File: src/rtl/pc_hazard_ctrl.sv
`default_nettype none
// ============================================================================
//  Module      : pc_hazard_ctrl
//  Description : Next-PC selection and pipeline hazard control for a 5-stage
//                core. Handles load-use stalls, instruction/data memory wait
//                states and taken branches resolved in ID. A branch that
//                resolves while a fetch is outstanding is parked as a deferred
//                redirect and applied when the fetch completes.
//  Revision    : 1.0 - initial release
// ============================================================================
module pc_hazard_ctrl #(
  parameter logic [31:0] RESET_PC = 32'h0000_0000,
  parameter int unsigned CNT_W    = 16
) (
  input  logic             clk_i,
  input  logic             rst_i,
  input  logic [31:0]      pc_cur_i,
  input  logic             branch_taken_i,
  input  logic [31:0]      branch_target_i,
  input  logic             idex_memread_i,
  input  logic [4:0]       idex_rd_i,
  input  logic [4:0]       ifid_rs1_i,
  input  logic [4:0]       ifid_rs2_i,
  input  logic             imem_ready_i,
  input  logic             dmem_req_i,
  input  logic             dmem_ready_i,
  output logic [31:0]      pc_next_o,
  output logic             pc_stall_o,
  output logic             ifid_stall_o,
  output logic             ifid_flush_o,
  output logic             idex_bubble_o,
  output logic             pipe_freeze_o,
  output logic [1:0]       state_o,
  output logic [CNT_W-1:0] stall_cnt_o,
  output logic [CNT_W-1:0] flush_cnt_o
);

  typedef enum logic [1:0] {
    ST_RUN   = 2'd0,
    ST_IWAIT = 2'd1,
    ST_DWAIT = 2'd2
  } state_t;

  state_t      state_q;
  state_t      state_d;
  logic        pending_q;
  logic        pending_d;
  logic [31:0] target_q;
  logic [31:0] target_d;
  logic [31:0] pc_plus4;
  logic        dwait_cond;
  logic        load_use;

  assign pc_plus4   = pc_cur_i + 32'd4;
  assign dwait_cond = dmem_req_i & ~dmem_ready_i;
  // rd==x0 never creates a dependency since x0 is hard-wired to zero.
  assign load_use   = idex_memread_i && (idex_rd_i != 5'd0) &&
                      ((idex_rd_i == ifid_rs1_i) || (idex_rd_i == ifid_rs2_i));
  assign state_o    = state_q;

  // Prioritised hazard resolution: controls, next PC and next FSM/redirect state.
  always_comb begin
    pc_next_o     = pc_plus4;
    pc_stall_o    = 1'b0;
    ifid_stall_o  = 1'b0;
    ifid_flush_o  = 1'b0;
    idex_bubble_o = 1'b0;
    pipe_freeze_o = 1'b0;
    state_d       = ST_RUN;
    pending_d     = pending_q;
    target_d      = target_q;

    if (rst_i) begin
      pc_next_o    = RESET_PC;
      ifid_flush_o = 1'b1;
      pending_d    = 1'b0;
      target_d     = 32'd0;
    end else if (dwait_cond) begin
      // Whole pipe frozen; a branch in ID will be re-presented after the wait.
      pc_stall_o    = 1'b1;
      ifid_stall_o  = 1'b1;
      pipe_freeze_o = 1'b1;
      state_d       = ST_DWAIT;
    end else if (load_use) begin
      // Branch outcome in ID is not trustworthy until the load data arrives.
      pc_stall_o    = 1'b1;
      ifid_stall_o  = 1'b1;
      idex_bubble_o = 1'b1;
    end else if (!imem_ready_i) begin
      pc_stall_o   = 1'b1;
      ifid_flush_o = 1'b1;
      state_d      = ST_IWAIT;
      if (branch_taken_i) begin
        pending_d = 1'b1;
        target_d  = branch_target_i;
      end
    end else if (pending_q) begin
      // The fetch that just completed is wrong-path; discard and redirect.
      pc_next_o    = target_q;
      ifid_flush_o = 1'b1;
      pending_d    = 1'b0;
    end else if (branch_taken_i) begin
      pc_next_o    = branch_target_i;
      ifid_flush_o = 1'b1;
    end
  end

  // FSM state and deferred-redirect registers.
  always_ff @(posedge clk_i) begin
    if (rst_i) begin
      state_q   <= ST_RUN;
      pending_q <= 1'b0;
      target_q  <= 32'd0;
    end else begin
      state_q   <= state_d;
      pending_q <= pending_d;
      target_q  <= target_d;
    end
  end

  // Saturating performance counters for stall and flush cycles.
  always_ff @(posedge clk_i) begin
    if (rst_i) begin
      stall_cnt_o <= '0;
      flush_cnt_o <= '0;
    end else begin
      if (pc_stall_o && (stall_cnt_o != '1)) begin
        stall_cnt_o <= stall_cnt_o + 1'b1;
      end
      if (ifid_flush_o && (flush_cnt_o != '1)) begin
        flush_cnt_o <= flush_cnt_o + 1'b1;
      end
    end
  end

endmodule
`default_nettype wire

File: config.mk
export PLATFORM = sky130hd
export DESIGN_NAME = pc_hazard_ctrl
export DESIGN_NICKNAME = d
export VERILOG_FILES = /design/src/rtl/pc_hazard_ctrl.sv
export SDC_FILE = /design/constraint.sdc
export NUM_CORES = 1
export LEC_CHECK = 0
export BUFFER_PORTS_ARGS = -buffer_cell sky130_fd_sc_hd__buf_2
export CAP_MARGIN = 15
export CORE_AREA = 4 4 104 106
export CTS_CLUSTER_DIAMETER = 200
export CTS_CLUSTER_SIZE = 14
export DETAILED_ROUTE_END_ITERATION = 10
export DIE_AREA = 0 0 108 110
export GPL_TIMING_DRIVEN = 0
export PLACE_DENSITY_LB_ADDON = 0.05
export SKIP_LAST_GASP = 1
export SLEW_MARGIN = 20
export SYNTH_ARGS = -nofsm -noshare
export SYNTH_HDL_FRONTEND = slang
export SYNTH_SLANG_ARGS = --single-unit
File: constraint.sdc
create_clock -name clk_i -period 2.3 [get_ports clk_i]
set_input_delay 0.345 -clock clk_i [delete_from_list [all_inputs] [get_ports clk_i]]
set_output_delay 0.345 -clock clk_i [all_outputs]
set_load 0.1 [all_outputs]
# Yosys cells after proc, flatten, opt, wreduce, memory -nomap -nowiden
# Index checks and enable logic that the tools add are counted.
# totals
ff_bits	67
input_bits	86
out_inout_bits	71
elab_cells	56
# op_classes
n_addsub	3
eq_ne	4
mux	28
bitwise	5
n_reduce_logical	10
# op_table
op	count
$mux W32	6
$add A16 B1 Y16 const B	2
$add A32 B3 Y32 const B	1
$ne A16 B16 Y1 const B	2
$mux W1	21
$eq A5 B5 Y1	2
$reduce_bool A5 Y1	1
$logic_and A1 B1 Y1	4
$not A1 Y1	4
$reduce_and A4 Y1	1
$reduce_and A3 Y1	1
$reduce_or A3 Y1	1
$mux W2	1
$reduce_bool A2 Y1	1
$and A1 B1 Y1	1
$logic_or A1 B1 Y1	1

# Depth between registers and ports, before layout
# logic_depth
word_depth	7
depth_mapped	9
ltp_nobuf	7

# Least setup slack after synthesis
# OpenSTA, ideal clock, no wires.
# synth_path
path_type	in2out
startpoint	input port pc_cur_i[2]
endpoint	output port pc_next_o[28]
arrival_time_ns	4.199
t_required_ns	1.955
path_slack_ns	-2.244
path_stages	8
n_path_buf	1
cell_sequence	ha_1 nand3_1 or4_1 clkbuf_1 nor4_2 nand3_1 xor2_1 a221oi_1
# synth_via
elab_chain_cells	7
# synth_lines
item	line	rtl
start, declared	17	input logic [31:0] pc_cur_i,
$add A32 B3 Y32 *	54	assign pc_plus4 = pc_cur_i + 32'd4;
$mux W32	102	end else if (branch_taken_i) begin
$mux W32	97	end else if (pending_q) begin
$mux W32	89	end else if (!imem_ready_i) begin
$mux W32	84	end else if (load_use) begin
$mux W32 *	78	end else if (dwait_cond) begin
$mux W32 *	73	if (rst_i) begin
end, declared	27	output logic [31:0] pc_next_o,
# Mark *: on every way between the ends. The rest lies on a longest branch, timed or not.

# Worst setup path after layout
# layout_path
startpoint	input port idex_rd_i[2]
endpoint	output port pc_next_o[19]
# layout_via
elab_chain_cells	6
elab_cells_between_ends	9
cone_classes	eq/ne (2); mux (3); reduce/logical (4)
# layout_lines
item	line	rtl
start, declared	21	input logic [4:0] idex_rd_i,
$eq A5 B5 Y1 / $reduce_bool A5 Y1 (equally long branches)	58, 57	
$logic_or A1 B1 Y1 / $logic_and A1 B1 Y1 (equally long branches)	58, 57	
$logic_and A1 B1 Y1 *	57	assign load_use = idex_memread_i && (idex_rd_i != 5'd0) &&
$mux W32 *	84	
$mux W32 *	78	
$mux W32 *	73	
# Marks and branches as above.

==> metrics.csv <==
metric;value;unit
outcome;complete, but fails checks;
violations;negative setup slack;
tns;-13.64;ns
syn_inst;545;
path_buf_inv;4;
worstPathRequired;1.96;ns
cts-htree-levels;3;
dp.cells;834;
insertion_delay;0.35;ns
setup_ws;-0.489;ns
final_cell_mix;buf_2, nor2_1, o21ai_0;
cp_top_family;compound AO/OA/AOI/OAI gates;
io_buffers;156;
ys_async_sr_fraction;0;
min_period;2.79;ns
path_clk_slew;0.08;ns
syn_area;4360;um2
final_common_cell;buf_2;
start_util;0.446;
avgViaCountPerCell;5.78;
clkPwrFrac;0.298;
drtIter0Drc;288;
p_switching;1.52;mW
rows;36;
seqPwrFrac;0.306;
critPathLaunchType;input pin;
dp_hpwl;11000;um
slew_violations;0;
comb_power_share;0.396;
wl_per_cell;18.4;um
cts-root-buf;clkbuf_8;
nNetsFinal;827;
first_global_vias;5034;
critical_path_class;input pin to output pin;
swShare;0.382;
yosysWarningCount;0;
vias;5072;
gp_congestion;0.858;
maxSlewHeadroom;0.403;
path_cells;buf_8 > or4_4 > o21a_4 > a211o_4 > clkbuf_16 > clkbuf_16 > a221oi_4 > buf_12;
crit_path_top_delay_cell;or4_4;
slowest_delay;0.52;ns
internal_power;2.46;mW
synth_flop_cell;dfxtp_1;
cap_violations;0;
place_ws;-1.17;ns
grt_antenna_before_repair;2;
drive_above_1_share;0.460;
io-pin-count;157;
cpMostUsedCell;clkbuf_16;
antenna_left;0;
p_leak;3.05;nW
rsz0062_at_grt;true;
ir_worst_vdd;0.000342;V
endpoint_kind;output pin;
cts.sinks;67;
area_growth;71.7;%
power.density;532;nW/um2
overflow;0;
chipWidth;108;um
postLayoutCellArea;7480;um2
drt-pass1-iter-count;5;
route.detailed.drc;0;
max_slew.worst_pin.slew;0.895;ns
dieArea;11900;um2
clk_path_buf_depth;2;
crit_arrival;2.44;ns
numCtsBuffers;9;
ys_seq_area_frac;0.308;
synth_edf_count;0;
finalHoldViolCount;0;
grtUsageTotal;0.262;
placed_cell_area;6090;um2
coreArea;9770;um2
setup_violations;47;
grt_max_degree;13;
ys_types;45;
critPathMaxFanout;6;
syn_area_per_cell;7.99;um2
fmax;359;MHz
drt-total-wl;16200;um
ys_ff_latch;67;
synth_fp_nets;634;
grt_pass1_wl;24700;um
skew;0.0139;ns
hold_path_class;input pin to flop;
cts_tree;yes;
die_h;110;um
final.period_utilization;1.21;
fin_cells;877;
[timing repair]
action | 4_1_cts | 5_1_grt
hold buffers | 0 | 0
setup buffers | 13 | 13
pin swaps | 35 | 31
gates resized for setup | 175 | 62
endpoints found under the setup margin | 47 | 88
cloned | 1 | 2
endpoints found under the hold margin | 0 | 0
[sequential cells by signal, summed over array words and instances, names as in the netlist]
register,count
state_o,2
stall_cnt_o,16
pending_q,1
target_q,32
flush_cnt_o,16
[cell families after synthesis]
family / count (synthesis) / share of synthesized area
simple gates: 215 / 0.271
compound gates: 128 / 0.192
flops: 67 / 0.308
buf+inv: 54 / 0.0503
mux: 41 / 0.0956
xor+xnor: 37 / 0.0744
fa+ha+maj: 3 / 0.00862
[final cells by class]
class                      instances  area [um2]
inverter                          13        48.8
antenna                            1        2.50
buffer                            39         337
fill                             685        2300
clock buffer                      10         149
clock inverter                     6        86.3
tap                              133         166
multi-input combinational        424        3680
timing repair buffer             184        1610
sequential                        67        1400
[stage by stage]
stage	power [mW]	utilization	hold slack, ns
CTS	3.90	0.727	0.199
global placement	2.47	0.623	0.464
global route	4.11	0.765	0.233
detailed placement	2.49	0.623	0.475
finish	3.98	0.765	0.241
floorplan	2.21	-	0.422
[power by group through the flow]
stage | Clock [mW] | Combinational [mW] | Sequential [mW]
after floorplan | 0 | 0.906 | 1.31
after global placement | 0 | 1.23 | 1.24
after detailed placement | 0 | 1.25 | 1.24
after CTS | 1.20 | 1.49 | 1.21
after global routing | 1.25 | 1.64 | 1.22
final | 1.19 | 1.58 | 1.22
[cell usage after synthesis (all sizes together), types with 8 or more instances]
cell | instances | share of area
nor3 | 9 | 0.011
and3 | 8 | 0.011
o21ai | 40 | 0.046
mux2i | 36 | 0.083
xnor2 | 26 | 0.052
buf | 10 | 0.012
or3 | 37 | 0.053
nand2 | 29 | 0.025
a21oi | 29 | 0.033
clkbuf | 31 | 0.027
nand3 | 19 | 0.022
dfxtp | 67 | 0.31
a221oi | 29 | 0.058
nor2 | 57 | 0.049
nand4 | 8 | 0.011
or4 | 21 | 0.036
inv | 13 | 0.011
o31ai | 15 | 0.026
xor2 | 11 | 0.022
[worst paths after layout]
kind,depth (start not counted),to,slack (ns),startpoint
worst min-delay path,3,target_q[7]$_SDFFE_PP0P_,0.24,branch_target_i[7]
worst max-delay path,8,pc_next_o[19],-0.49,idex_rd_i[2]
worst max register to register,6,flush_cnt_o[11]$_SDFFE_PP0P_,0.11,flush_cnt_o[7]$_SDFFE_PP0P_
worst min register to register,2,stall_cnt_o[6]$_SDFFE_PP0P_,0.49,stall_cnt_o[6]$_SDFFE_PP0P_
[per-layer routing]
layer / wire length [um] / vias to the layer above / share of wire / global-route usage
met4: 425 / 2 / 0.026 / 0.0992
met2: 8470 / 183 / 0.52 / 0.480
met3: 876 / 37 / 0.054 / 0.0443
met5: 9 / - / 0.00056 / 0
li1: - / 2421 / - / -
met1: 6400 / 2429 / 0.40 / 0.304
[worst min-delay path, stage by stage]
cell and delay [ns]:
buf_2 0.08, mux2i_1 0.05, nor2_1 0.07
(Power assumes the default switching activity.)
